==> src/rtl/wf_slot_allocator.sv <==
// Wavefront-slot allocator: owns the slot vacancy register, grants the
// lowest free slot to the dispatcher and accepts releases from retire logic.
// Optional build macro: ALLOC_ERR_CHECK_EN adds a sticky alloc_err output
// flagging releases of already-vacant or out-of-range slots.
module wf_slot_allocator #(
  parameter int unsigned NUM_SLOTS = 40,
  parameter int unsigned WFID_W    = 6
) (
  input  logic                 clk,
  input  logic                 rst,
  input  logic                 alloc_req,
  output logic                 alloc_gnt,
  output logic [WFID_W-1:0]    alloc_wfid,
  input  logic                 rel_valid,
  input  logic [WFID_W-1:0]    rel_wfid,
  output logic [NUM_SLOTS-1:0] vacant,
  output logic [WFID_W-1:0]    free_count,
  output logic                 full
`ifdef ALLOC_ERR_CHECK_EN
  ,
  output logic                 alloc_err
`endif
);

  localparam logic [NUM_SLOTS-1:0] SLOT_ONE = NUM_SLOTS'(1);

  typedef enum logic [1:0] {
    S_IDLE  = 2'd0,
    S_GRANT = 2'd1,
    S_WAIT  = 2'd2
  } state_e;

  state_e                 state_q;
  logic [NUM_SLOTS-1:0]   vacant_q;
  logic [NUM_SLOTS-1:0]   vacant_d;
  logic [WFID_W-1:0]      free_count_q;
  logic [WFID_W-1:0]      free_count_d;
  logic                   full_q;
  logic                   gnt_q;
  logic [WFID_W-1:0]      wfid_q;

  logic                   pick_valid;
  logic [WFID_W-1:0]      pick_idx;
  logic                   do_grant;
  logic                   rel_in_range;
  logic [NUM_SLOTS-1:0]   rel_onehot;
  logic [NUM_SLOTS-1:0]   gnt_onehot;

  // Lowest-index vacant slot from the pre-edge vacancy vector
  always_comb begin
    pick_valid = |vacant_q;
    pick_idx   = '0;
    for (int i = NUM_SLOTS - 1; i >= 0; i--) begin
      if (vacant_q[i]) pick_idx = WFID_W'(i);
    end
  end

  // Next vacancy vector: clear the granted slot, set the released slot
  always_comb begin
    do_grant     = alloc_req && pick_valid && (state_q != S_GRANT);
    rel_in_range = 32'(rel_wfid) < NUM_SLOTS;
    rel_onehot   = (rel_valid && rel_in_range) ? (SLOT_ONE << rel_wfid) : '0;
    gnt_onehot   = do_grant ? (SLOT_ONE << pick_idx) : '0;
    vacant_d     = (vacant_q & ~gnt_onehot) | rel_onehot;
  end

  // Population count of the next vacancy vector
  always_comb begin
    free_count_d = '0;
    for (int i = 0; i < NUM_SLOTS; i++) begin
      free_count_d = free_count_d + WFID_W'(vacant_d[i]);
    end
  end

  // Allocation FSM and registered occupancy state
  always_ff @(posedge clk) begin
    if (!rst) begin
      state_q      <= S_IDLE;
      vacant_q     <= '1;
      free_count_q <= WFID_W'(NUM_SLOTS);
      full_q       <= 1'b0;
      gnt_q        <= 1'b0;
      wfid_q       <= '0;
    end else begin
      vacant_q     <= vacant_d;
      free_count_q <= free_count_d;
      full_q       <= (vacant_d == '0);
      gnt_q        <= 1'b0;
      wfid_q       <= '0;
      case (state_q)
        S_IDLE: begin
          if (alloc_req) begin
            if (pick_valid) begin
              gnt_q   <= 1'b1;
              wfid_q  <= pick_idx;
              state_q <= S_GRANT;
            end else begin
              state_q <= S_WAIT;
            end
          end
        end
        S_GRANT: state_q <= S_IDLE;
        S_WAIT: begin
          if (!alloc_req) begin
            state_q <= S_IDLE;
          end else if (pick_valid) begin
            gnt_q   <= 1'b1;
            wfid_q  <= pick_idx;
            state_q <= S_GRANT;
          end
        end
        default: state_q <= S_IDLE;
      endcase
    end
  end

`ifdef ALLOC_ERR_CHECK_EN
  logic err_q;
  logic bad_rel;

  // A release is bad if out of range or targeting a slot already free
  always_comb begin
    bad_rel = rel_valid && (!rel_in_range || (|(rel_onehot & vacant_q)));
  end

  // Sticky error flag, cleared only by reset
  always_ff @(posedge clk) begin
    if (!rst) begin
      err_q <= 1'b0;
    end else if (bad_rel) begin
      err_q <= 1'b1;
    end
  end

  assign alloc_err = err_q;
`endif

  assign alloc_gnt  = gnt_q;
  assign alloc_wfid = wfid_q;
  assign vacant     = vacant_q;
  assign free_count = free_count_q;
  assign full       = full_q;

endmodule

==> config.mk <==
export PLATFORM = sky130hd
export DESIGN_NAME = wf_slot_allocator
export DESIGN_NICKNAME = d
export VERILOG_FILES = /design/src/rtl/wf_slot_allocator.sv
export SDC_FILE = /design/constraint.sdc
export NUM_CORES = 1
export LEC_CHECK = 0
export ABC_AREA = 1
export CAP_MARGIN = 0
export CORE_ASPECT_RATIO = 0.9
export CORE_MARGIN = 2
export CORE_UTILIZATION = 55
export DETAILED_ROUTE_END_ITERATION = 12
export HOLD_SLACK_MARGIN = 0.08
export PLACE_DENSITY = 0.86
export SLEW_MARGIN = 10
export SYNTH_ARGS = -nofsm -noshare
export SYNTH_HDL_FRONTEND = slang
export SYNTH_SLANG_ARGS = --single-unit
export TNS_END_PERCENT = 30
==> constraint.sdc <==
create_clock -name clk -period 8.36 [get_ports clk]
set_input_delay 0.836 -clock clk [delete_from_list [all_inputs] [get_ports clk]]
set_output_delay 0.836 -clock clk [all_outputs]
set_load 0.01 [all_outputs]
==> results.cfg, run 1 <==
[status]
status = completed

[timing]
finClkSkew_ns = 0.00578
layout_setup_ws_ns = 0.225
hold_violations = 0
period_share_pct = 97.3
worst_pin_slew_ns = 0.557
fmax_mhz = 123
rsz0062_at_grt = true
setup_viol = 0
min_period_ns = 8.13
maxSlewViolCount = 0
slew_headroom_pct = 62.7

[clock_tree]
cts_buffers = 5
clockBufferDepth = 2
path_clk_slew_ns = 0.10
hold_buffers = 0
cts_max_level = 2
clk_latency_ns = 0.31
root_buffer = clkbuf_8
cts_tree = yes
clock-sinks = 56

[final_layout]
design_area_um2 = 5230
n_antenna_cell = 0
area_delta_synth_final_pct = 24.8
fin_nets = 754
drive_gt1_share_pct = 11.1

[place]
io_buffers = 63
dp_slack_ns = 0.106
gp_congestion = 1.00
placed_area_um2 = 4990
dpl.hpwl_um = 11700

[route]
ant_nets = 0
routed_wl_um = 14200
wire_per_inst_um = 17.8
firstDrtPassIters = 5
drc = 0
vias_per_cell = 5.42
drtIter0Drc = 420
vias = 4326

[global_route]
grt_pass1_wl_um = 21700
grt_max_degree = 45
track_usage_pct = 35.5
grt_pass1_vias = 4205
grt.overflow.total = 0
antenna_found_initial = 0

[floorplan]
ios = 64
std_cell_rows = 30
coreArea_um2 = 7470
die-area_um2 = 8340
die_x_um = 96.0
start_util_pct = 56.1
fp.dieH_um = 86.8

[critical_path]
crit_type = flop to flop
crit_required_ns = 8.57
worst_ep_arrival_time_ns = 8.34
crit_fanout = 3
worstReg2RegStart = vacant[38]
timing.rr.end = free_count[4]
crit_path_end_kind = flop
startpoint_type = flop
crit_path_frequent_cell = nand2_1
reg2reg_slack_ns = 0.23
endpoint = free_count[4]
rr_worst_depth = 58
crit_path_max_incr_delay_ns = 0.60
cpMaxStageDelayCell = fa_1
critPathLaunch = vacant[38]

[logic_synthesis]
synth_top_area_cell = dfxtp_1
synth_top_area_share_pct = 26.7
ys.flop_type = dfxtp_1
ys_warn_count = 0
syn_inst = 626
synth.top_cells.by_count = nand2_1 (171), inv_1 (119), nor2_1 (101)
avgSynthCellArea_um2 = 6.70
ys_seq_area_share_pct = 26.7
synth_edf_count = 0
synth_area_leaders = dfxtp_1 (27%), nand2_1 (15%), fa_1 (15%)
syn_nets = 679
syn_area_um2 = 4190
yosysUniqueCellTypes = 34
synth_most_common_cell = nand2_1
ys_ff_latch = 56
async_reset_ff_share_pct = 0

[min_path]
hold_start = vacant[9]
hold_path.class = flop to flop

[flow_run]
drv_cap = 0

[power_and_ir_drop]
p_per_area_nw_per_um2 = 109
leakage_nw = 2.35
ir_worst_vdd_uv = 115
-- kinds of logic after synthesis --
family	after synthesis	share of synthesized area, %
buffers and inverters	131	11.7
adder cells (fa/ha/maj)	43	18.4
AO/OA/AOI/OAI	41	6.95
flip-flops	56	26.7
XOR/XNOR	1	0.209
AND/OR/NAND/NOR	354	36.0
-- sequential cells by signal (all words and copies together), names as in the netlist --
name / cells
alloc_gnt: 1
full: 1
free_count: 6
vacant: 40
state_q: 2
alloc_wfid: 6
-- metal layers --
metal / global-route usage [%] / part of all wire (%) / up-vias
met1: 48.2 / 41 / 2021
li1: - / - / 2049
met2: 54.5 / 46 / 211
met5: 0 / 0 / -
met3: 6.96 / 8.6 / 45
met4: 16.4 / 4.5 / 0
-- report_power, final --
part / leakage, nW / total [W] / switching (W) / internal, W
combinational: 1.84 / 0.000112 / 0.0000638 / 0.0000479
sequential: 0.454 / 0.000278 / 0.00000323 / 0.000274
clock: 0.0552 / 0.000182 / 0.0000924 / 0.0000892
-- layout make-up --
class                           count  area, um2
Multi-Input combinational cell    439       2680
Fill cell                         645       2240
Sequential cell                    56       1130
Timing Repair Buffer               79        751
Inverter                          120        450
Tap cell                           96        120
Clock buffer                        6       72.6
Clock inverter                      2       35.0
-- critical path, delay by kind of cell, from the launching register on --
kind                       cells  cell delay (ns)
and+or+nand+nor               39             2.60
buffers and inverters          6             0.33
AOI/OAI and AO/OA              4             0.72
adders and majority gates      9             4.01
DFF                            1             0.36
-- stage by stage --
stage	util, %	power, W	cells	hold slack (ns)	TNS (ns)
CTS	68.3	0.000563	794	0.546	0
global placement	66.8	0.000382	786	0.525	0
floorplan	-	0.000343	626	0.529	0
detailed placement	66.8	0.000386	786	0.530	0
finish	70.1	0.000571	798	0.550	0
global route	70.1	0.000594	798	0.578	-0.150
-- timing repair --
item,CTS,global route
gates resized for setup,0,29
buffers inserted,0,4
setup endpoints to repair,0,5
-- how the worst min path moves through the flow --
stage               slack [ns]  cells past startpoint          to
floorplan                 0.53                      3  state_q[1]
global placement          0.52                      2   vacant[9]
detailed placement        0.53                      2   vacant[9]
CTS                       0.55                      2   vacant[9]
global route              0.58                      2  vacant[21]
finish                    0.55                      2   vacant[9]
-- placed cells by master (no fill, tap or decap), drive strengths merged, types with 12 or more instances in the layout --
master,instances
dfxtp,56
inv,120
clkdlybuf4s50,63
buf,16
nand2,176
ha,12
fa,31
nand3,43
a21oi,22
nor2,110
(Power assumes the default switching activity.)
==> run 2, diff against run 1 <==
--- a/config.mk
+++ b/config.mk
@@ -13,6 +13,7 @@
 export DETAILED_ROUTE_END_ITERATION = 12
 export HOLD_SLACK_MARGIN = 0.08
 export PLACE_DENSITY = 0.86
+export RECOVER_POWER = 50
 export SLEW_MARGIN = 10
 export SYNTH_ARGS = -nofsm -noshare
 export SYNTH_HDL_FRONTEND = slang
==> results.cfg, run 2 (synthesis results as in run 1) <==
[status]
status = completed

[floorplan]
coreArea_um2 = 7470
die_x_um = 96.0
fp.dieH_um = 86.8
die-area_um2 = 8340
std_cell_rows = 30
start_util_pct = 56.1
ios = 64

[critical_path]
worstReg2RegStart = vacant[38]
crit_path_frequent_cell = nand2_1
crit_path_max_incr_delay_ns = 0.61
crit_required_ns = 8.57
crit_type = flop to flop
startpoint_type = flop
worst_ep_arrival_time_ns = 8.35
critPathLaunch = vacant[38]
cpMaxStageDelayCell = fa_1
crit_path_end_kind = flop
crit_fanout = 3

[clock_tree]
hold_buffers = 0
clk_latency_ns = 0.32
cts_buffers = 5
root_buffer = clkbuf_8
path_clk_slew_ns = 0.11
clock-sinks = 56
cts_tree = yes
cts_max_level = 2
clockBufferDepth = 2

[route]
drtIter0Drc = 404
ant_nets = 0
vias_per_cell = 5.43
routed_wl_um = 14200
wire_per_inst_um = 17.8
firstDrtPassIters = 7
vias = 4337
drc = 0

[final_layout]
n_antenna_cell = 0
area_delta_synth_final_pct = 24.8
final_common_cell = nand2_1
final_cell_mix = nand2_1 (167), inv_1 (117), nor2_1 (98)
fin_nets = 754
nFillCells = 645
multiInputGateArea_um2 = 2680
drive_gt1_share_pct = 11.1
seq_area_um2 = 1130
largest_reg_flops = 40

[timing]
slew_headroom_pct = 62.4
tns_ns = 0
fmax_mhz = 123
period_share_pct = 97.3
hold_violations = 0
setup_viol = 0
rsz0062_at_grt = true
hold_slack_ns = 0.550
maxSlewViolCount = 0
min_period_ns = 8.13
finClkSkew_ns = 0.00911
worst_pin_slew_ns = 0.563

[power_and_ir_drop]
p_per_area_nw_per_um2 = 109
leakage_nw = 2.38
ir_worst_vdd_uv = 113

[place]
gp_congestion = 1.00
dpl.hpwl_um = 11700
io_buffers = 63

[global_route]
grt_pass1_vias = 4205
grt.overflow.total = 0
grt_max_degree = 45
antenna_found_initial = 0
grt_pass1_wl_um = 21700
track_usage_pct = 35.5

[min_path]
hold_start = vacant[9]
hold_path.class = flop to flop

[flow_run]
drv_cap = 0
run 2: cell count changes in the layout (fill, tap and decap cells not counted):
cell / change
clkdlybuf4s50_1: -15
dlygate4sd3_1: +15
run 2: report_power, final:
group          switching, W  internal, W
combinational     0.0000642    0.0000454
sequential       0.00000292     0.000274
clock             0.0000936    0.0000892
run 2: repair_timing:
| item | CTS | global route |
|---|---|---|
| setup buffers | 0 | 4 |
| endpoints found under the setup margin | 0 | 5 |
| resized for setup | 0 | 29 |
run 2: path summary, 6_finish.rpt:
path	to	slack (ns)	cells after the start
worst max-delay path	free_count[4]	0.23	58
worst min-delay path	vacant[9]	0.55	2
worst max register to register	free_count[4]	0.23	58
worst min register to register	vacant[9]	0.55	2
run 2: metal layers:
metal	up-vias	GRT usage [%]	wire length [um]	part of all wire [%]
met2	219	54.5	6450	45
li1	2050	-	-	-
met1	2019	48.2	5840	41
met5	-	0	0	0
met4	0	16.4	656	4.6
met3	49	6.96	1240	8.7
run 2: through the flow:
step	instance area, um2	setup WS, ns	instances	util (%)	total power [W]
after CTS	5100	0.0530	794	68.3	0.000563
after detailed placement	4990	0.106	786	66.8	0.000386
after floorplan	4190	0.977	626	-	0.000343
after global routing	5230	-0.150	798	70.1	0.000591
after global placement	4990	0.352	786	66.8	0.000382
final	5230	0.225	798	70.1	0.000570
run 2: critical path: cells and delay by family, from the launching register on:
| kind | cells | cell delay, ns |
|---|---|---|
| AOI/OAI and AO/OA | 4 | 0.72 |
| adders and majority gates | 9 | 4.02 |
| buffers and inverters | 6 | 0.33 |
| DFF | 1 | 0.36 |
| and+or+nand+nor | 39 | 2.61 |
run 2: final cells by class:
cell class / instances / share of cell area, %
inverters: 120 / 8.61
flip-flops and latches: 56 / 21.5
well taps: 96 / 2.30
multi-input cells: 439 / 51.1
repair buffers: 79 / 14.3
clock buffers: 6 / 1.39
clock inverters: 2 / 0.670
==> run 3, diff against run 2 <==
--- a/config.mk
+++ b/config.mk
@@ -11,9 +11,11 @@
 export CORE_MARGIN = 2
 export CORE_UTILIZATION = 55
 export DETAILED_ROUTE_END_ITERATION = 12
+export GPL_TIMING_DRIVEN = 0
 export HOLD_SLACK_MARGIN = 0.08
 export PLACE_DENSITY = 0.86
 export RECOVER_POWER = 50
+export SKIP_CTS_REPAIR_TIMING = 1
 export SLEW_MARGIN = 10
 export SYNTH_ARGS = -nofsm -noshare
 export SYNTH_HDL_FRONTEND = slang
==> results.cfg, run 3 (synthesis results as in run 1) <==
[status]
status = completed

[final_layout]
n_antenna_cell = 0
final_cell_mix = nand2_1 (168), inv_1 (119), nor2_1 (98)
multiInputGateArea_um2 = 2630
stdcell_count = 792
largest_reg_flops = 40
drive_gt1_share_pct = 8.62
area_delta_synth_final_pct = 21.6
fin_nets = 748
final_common_cell = nand2_1
post-route-util_pct = 68.2
nFillCells = 648
seq_area_um2 = 1120

[timing]
hold_slack_ns = 0.565
hold_violations = 0
setup_viol = 0
rsz0062_at_grt = true
min_period_ns = 8.16
tns_ns = 0
period_share_pct = 97.7
worst_pin_slew_ns = 0.809
finClkSkew_ns = 0.0164
fmax_mhz = 122
slew_headroom_pct = 45.9
maxSlewViolCount = 0

[clock_tree]
clk_latency_ns = 0.33
cts_tree = yes
path_clk_slew_ns = 0.11
cts_max_level = 2
cts_buffers = 5
root_buffer = clkbuf_8
clockBufferDepth = 2
clock-sinks = 56

[route]
firstDrtPassIters = 5
vias_per_cell = 5.44
wire_per_inst_um = 17.8
drtIter0Drc = 249
ant_nets = 0
routed_wl_um = 14100
drc = 0
wl_met2_um = 6300
dr_wl_met3_um = 1110
wl_met1_um = 5910
vias = 4309
highest_layer = met4

[floorplan]
start_util_pct = 56.1
die-area_um2 = 8340
coreArea_um2 = 7470
ios = 64
std_cell_rows = 30
fp.dieH_um = 86.8
die_x_um = 96.0

[critical_path]
cpMaxStageDelayCell = fa_1
crit_required_ns = 8.59
crit_path_frequent_cell = nand2_1
crit_path_end_kind = flop
startpoint_type = flop
worst_ep_arrival_time_ns = 8.39
crit_path_max_incr_delay_ns = 0.54
crit_type = flop to flop
crit_fanout = 4

[power_and_ir_drop]
ir_worst_vdd_uv = 84.2
leakage_nw = 2.29
p_per_area_nw_per_um2 = 112

[flow_run]
drv_cap = 0

[global_route]
grt_max_degree = 19
grt.overflow.total = 0
grt_pass1_vias = 4166
antenna_found_initial = 0
grt_pass1_wl_um = 21600
track_usage_pct = 35.8

[min_path]
hold_path.class = flop to flop

[place]
dpl.cell_count = 782
dpl.hpwl_um = 11800
gp_congestion = 0.986
io_buffers = 60
[run 3: cell types whose count changed in the layout (fill, tap and decap cells not counted), moves of 2 or more]
cell             before  now
clkdlybuf4s50_1      48   42
buf_4                16    2
nor2_4                4    1
clkbuf_1              1   11
nor2_2                8   11
clkinv_4              0    2
inv_2                 3    1
dlygate4sd3_1        15   18
inv_1               117  119
[run 3: area by class of cell]
cell class	count	share of cell area, %
clock inverters	3	0.933
clock buffers	5	1.35
flip-flops and latches	56	22.0
repair buffers	62	12.1
plain buffers	11	0.810
inverters	120	8.84
multi-input cells	439	51.6
well taps	96	2.36
[run 3: report_power, final]
part | leakage [nW] | switching, W | internal, W
logic | 1.78 | 0.0000623 | 0.0000394
clock network | 0.0583 | 0.0000997 | 0.0000905
registers | 0.454 | 0.00000332 | 0.000275
total | 2.29 | 0.000165 | 0.000405
[run 3: critical path: cells and delay by family, from the launching register on]
kind | cells | cell delay (ns)
simple gates | 40 | 2.47
buf+inv | 7 | 0.52
compound gates | 4 | 0.61
flops | 1 | 0.40
fa+ha+maj | 9 | 4.01
[run 3: through the flow]
stage	instance area (um2)	total power (W)	worst slack, ns
6_report	5100	0.000570	0.195
3_5_place_dp	4910	0.000384	0.00233
2_1_floorplan	4190	0.000343	0.977
3_3_place_gp	4910	0.000379	0.0419
5_1_grt	5100	0.000590	-0.362
4_1_cts	5030	0.000568	-0.0668
[run 3: final timing paths]
| kind | from | end | slack [ns] | cells past startpoint |
|---|---|---|---|---|
| worst max-delay path | vacant[39] | free_count[4] | 0.20 | 60 |
| worst min-delay path | vacant[11] | vacant[11] | 0.57 | 2 |
| worst max register to register | vacant[39] | free_count[4] | 0.20 | 60 |
| worst min register to register | vacant[11] | vacant[11] | 0.57 | 2 |
[run 3: routing by layer]
metal  global-route usage [%]  vias up
met4                     16.8        0
met5                        0        -
met2                     55.7      199
met3                     6.43       51
met1                     48.2     2015
li1                         -     2044
